**config.mk**
```make
export PLATFORM = sky130hd
export DESIGN_NAME = serial_adder
export DESIGN_NICKNAME = d
export VERILOG_FILES = /design/src/rtl/serial_adder.sv
export SDC_FILE = /design/constraint.sdc
export NUM_CORES = 1
export LEC_CHECK = 0
export ABC_CLOCK_PERIOD_IN_PS = 2600
export BUFFER_PORTS_ARGS = -buffer_cell sky130_fd_sc_hd__clkbuf_2
export CAP_MARGIN = 20
export CORE_MARGIN = 10
export CORE_UTILIZATION = 59
export CTS_BUF_LIST = sky130_fd_sc_hd__clkbuf_16
export CTS_CLUSTER_DIAMETER = 50
export CTS_CLUSTER_SIZE = 25
export DETAILED_ROUTE_END_ITERATION = 12
export PLACE_DENSITY = 0.8
export SKIP_LAST_GASP = 1
export SLEW_MARGIN = 25
export SYNTH_ARGS = -nofsm -noshare
export SYNTH_HDL_FRONTEND = slang
export SYNTH_SLANG_ARGS = --single-unit
```
**constraint.sdc**
```tcl
create_clock -name clk -period 2.6 [get_ports clk]
set_input_delay 0.52 -clock clk [delete_from_list [all_inputs] [get_ports clk]]
set_output_delay 0.52 -clock clk [all_outputs]
set_load 0.02 [all_outputs]
```
**src/rtl/serial_adder.sv**
```systemverilog
// Bit-serial WIDTH-bit adder: operands load in parallel on start, one bit per clock LSB first,
// registered parallel result with a one-cycle done pulse. Full-adder slice built from two Half_Adder cells.

module Half_Adder (
    input  logic a,
    input  logic b,
    output logic s,
    output logic c
);
    assign s = a ^ b;
    assign c = a & b;
endmodule

module serial_adder #(
    parameter int WIDTH = 8
) (
    input  logic             clk,
    input  logic             rst,
    input  logic             start,
    input  logic [WIDTH-1:0] a,
    input  logic [WIDTH-1:0] b,
    input  logic             cin,
    output logic             busy,
    output logic             done,
    output logic [WIDTH-1:0] sum,
    output logic             cout
);
    localparam int CW = $clog2(WIDTH);

    typedef enum logic [1:0] {IDLE, RUN, DONE} state_t;

    state_t           state, state_nxt;
    logic [WIDTH-1:0] a_sr, b_sr, s_sr;
    logic             carry;
    logic [CW-1:0]    cnt;
    logic             last;

    logic p, g0, s_bit, g1, c_nxt;

    // full-adder slice: propagate/generate from the operand bits, then fold in the carry
    Half_Adder u_ha0 (.a(a_sr[0]), .b(b_sr[0]), .s(p),     .c(g0));
    Half_Adder u_ha1 (.a(p),       .b(carry),   .s(s_bit), .c(g1));
    assign c_nxt = g0 | g1;

    assign last = (cnt == CW'(WIDTH - 1));

    always_ff @(posedge clk or posedge rst) begin
        if (rst) state <= IDLE;
        else     state <= state_nxt;
    end

    always_comb begin
        state_nxt = state;
        case (state)
            IDLE:    if (start) state_nxt = RUN;
            RUN:     if (last)  state_nxt = DONE;
            DONE:    state_nxt = IDLE;
            default: state_nxt = IDLE;
        endcase
    end

    always_comb begin
        busy = (state == RUN);
        done = (state == DONE);
    end

    // sum/cout are only written on the final bit so no partial result is ever visible
    always_ff @(posedge clk or posedge rst) begin
        if (rst) begin
            a_sr  <= '0;
            b_sr  <= '0;
            s_sr  <= '0;
            carry <= 1'b0;
            cnt   <= '0;
            sum   <= '0;
            cout  <= 1'b0;
        end else begin
            case (state)
                IDLE: if (start) begin
                    a_sr  <= a;
                    b_sr  <= b;
                    carry <= cin;
                    cnt   <= '0;
                end
                RUN: begin
                    s_sr  <= {s_bit, s_sr[WIDTH-1:1]};
                    a_sr  <= {1'b0, a_sr[WIDTH-1:1]};
                    b_sr  <= {1'b0, b_sr[WIDTH-1:1]};
                    carry <= c_nxt;
                    if (last) begin
                        sum  <= {s_bit, s_sr[WIDTH-1:1]};
                        cout <= c_nxt;
                    end else begin
                        cnt <= cnt + CW'(1);
                    end
                end
                default: ;
            endcase
        end
    end
endmodule
```
==> results.py <==
metrics = {
    "pwr": {
        "power_w": 0.00255,
        "power.leakage_nw": 0.994,
        "ir_drop_mv": 0.598,
        "p_per_area_nw_per_um2": 1220,
    },
    "drt": {
        "route.vias.total": 1237,
        "drtPass1Iterations": 4,
        "drt_iter0_drc": 77,
        "wire_per_inst_um": 15.9,
        "wl_um": 3380,
        "drc": 0,
        "postRouteAntennaNets": 0,
        "vias_per_cell": 5.83,
    },
    "clock_tree": {
        "cts_tree": "built",
        "numClockSinks": 38,
        "cts.clk_slew.worst_paths_ps": 60,
        "cts_resized": 0,
        "clock_latency_ps": 280,
        "cts_buffer_depth": 2,
        "cts_hold_repair.buffers": 0,
        "cts_buffers": 5,
        "htreeDepth": 2,
        "cts_root_buf": "clkbuf_16",
        "cts_setup_buffers": 0,
    },
    "grt": {
        "grt_usage_pct": 13.6,
        "overflow": 0,
        "antenna_found_initial": 0,
        "grt_max_degree": 39,
        "grt_pass1_vias": 1341,
        "grt_pass1_wl_um": 5940,
    },
    "floorplan": {
        "dieArea_um2": 5630,
        "io_pins": 31,
        "start_util_pct": 63.1,
        "die_h_um": 75.0,
        "core-area_um2": 2830,
        "fp.dieW_um": 75.0,
        "row_count": 19,
    },
    "timing": {
        "tightest_slew_ps": 582,
        "finalHoldViolCount": 0,
        "min_period_over_period_pct": 70.8,
        "finalCriticalPeriod_ps": 1840,
        "drv_slew": 0,
        "worst_clock_skew_ps": 4.74,
        "relSlewSlack_pct": 61.1,
        "setup_viol": 0,
        "rsz0062_at_grt": "no",
        "max_freq_mhz": 543,
        "finalSetupTns_ps": 0,
    },
    "logic_synthesis": {
        "synth_cell_types": 24,
        "ys_ff_latch": 38,
        "synth_fp_nets": 172,
        "netlist_area_um2": 1790,
        "seq_area_frac_synth_pct": 53.3,
        "synthCells": 149,
        "yosysWarnings": 0,
        "synth.avg_cell_area_um2": 12.0,
    },
    "place": {
        "hpwlAfterDp_um": 2410,
        "dpl.cell_count": 204,
        "portBuffers": 30,
        "place_congestion": 0.735,
    },
    "worst_setup_path": {
        "cp.arrival_ps": 1320,
        "start_kind": "flop",
        "crit_type": "reg2out",
        "required_ps": 2080,
        "cp-end-kind": "output pin",
        "crit_fanout": 18,
    },
    "outcome": {
        "status": "finished, final reports clean",
    },
    "finish": {
        "final_layout_size_suffix_gt1_share_pct": 27.1,
        "area_delta_synth_final_pct": 17.3,
        "fin_nets": 203,
        "final_cell_count_no_fill": 212,
        "antenna_cells": 0,
        "fillers": 219,
    },
    "worst_hold_path": {
        "worstHoldPathType": "in2async",
    },
    "flow_run": {
        "maxCapViolCount": 0,
    },
}
==> sequential cells by signal (all words and copies together) (netlist names) <==
| register | cells |
|---|---|
| a_sr | 8 |
| b_sr | 8 |
| carry | 1 |
| cnt | 3 |
| cout | 1 |
| s_sr | 7 |
| state | 2 |
| sum | 8 |
==> final timing paths <==
path,startpoint,to,slack [ps],cells past startpoint
min in group clk,b[7],b_sr[7]$_DFFE_PP0P_,460,2
min reg2reg,sum[6]$_DFFE_PP0P_,sum[6]$_DFFE_PP0P_,490,1
max reg2reg,cnt[0]$_DFFE_PP0P_,sum[4]$_DFFE_PP0P_,790,4
min,rst,sum[4]$_DFFE_PP0P_,320,3
max,state[1]$_DFFE_PP0P_,done,760,2
max in group asynchronous,rst,a_sr[2]$_DFFE_PP0P_,1960,3
==> worst max-delay path, stage by stage, from the launching register on <==
cell	delay, ps
dfrtp_1	670
nor2b_1	190
clkbuf_2	170
==> report_power, final <==
| group | switching, W | leakage [nW] | internal [W] | total (W) |
|---|---|---|---|---|
| clock network | 0.000220 | 0.0672 | 0.000349 | 0.000569 |
| logic | 0.000485 | 0.490 | 0.000460 | 0.000945 |
| registers | 0.000168 | 0.437 | 0.000872 | 0.00104 |
| total | 0.000873 | 0.994 | 0.00168 | 0.00255 |
==> cell families after synthesis <==
family                   synth area share [%]
AND/OR/NAND/NOR                          17.0
flip-flops                               53.3
buffers and inverters                    7.08
AO/OA/AOI/OAI                            10.1
multiplexers                             10.1
adder cells (fa/ha/maj)                  2.52
==> final cells by class <==
cell class	instances	area, um^2	area share (%)
Tap cell	31	38.8	1.85
Timing Repair Buffer	35	188	8.96
Clock inverter	3	16.3	0.777
Clock buffer	5	125	5.97
Inverter	18	67.6	3.23
Multi-Input combinational cell	82	708	33.8
Sequential cell	38	951	45.4
==> layout by cell type (no fill, tap or decap), drive strengths merged <==
cell type  synthesis  final
nor2               1      1
ha                 2      2
and3               3      3
inv               18     18
nand2b             2      2
dfrtp             38     38
a21oi              1      1
nor4bb             2      2
nor3b             14     14
a211oi             8      8
a211o              3      3
clkbuf             3     35
a221oi             5      5
o21bai             1      1
clkinv             0      2
clkinvlp           0      1
mux2              16     16
fa                 1      1
nor4b              9      9
buf                8      5
a22o               2      2
nor2b              9      9
a222oi             2      2
nand3b             1      1
==> Yosys cell counts, drive strengths merged <==
cell type,count,area share [%]
dfrtp,38,53
inv,18,3.8
mux2,16,10
nor3b,14,5.9
nor2b,9,3.2
nor4b,9,4.4
a211oi,8,3.4
buf,8,2.7
a221oi,5,2.5
a211o,3,1.5
and3,3,1.1
clkbuf,3,0.63
a222oi,2,1.1
a22o,2,0.98
ha,2,1.4
nand2b,2,0.70
nor4bb,2,1.1
a21oi,1,0.28
fa,1,1.1
nand3b,1,0.42
nor2,1,0.21
o21bai,1,0.42
==> per-layer routing <==
layer	GRT usage [%]	vias up	share of wire [%]
met1	14.9	602	43
met5	0	-	0
li1	-	596	-
met2	23.2	34	50
met4	5.67	0	0.95
met3	5.12	5	6.0
==> metrics by stage <==
stage | util, % | worst slack [ps] | cell area, um^2 | hold WS (ps)
after floorplan | - | 1050 | 1790 | 454
after global placement | 69.0 | 844 | 1950 | 466
after detailed placement | 69.0 | 764 | 1950 | 484
after CTS | 74.0 | 750 | 2090 | 342
after global routing | 74.0 | 663 | 2090 | 375
final | 74.0 | 758 | 2090 | 325
(Power assumes the default switching activity.)
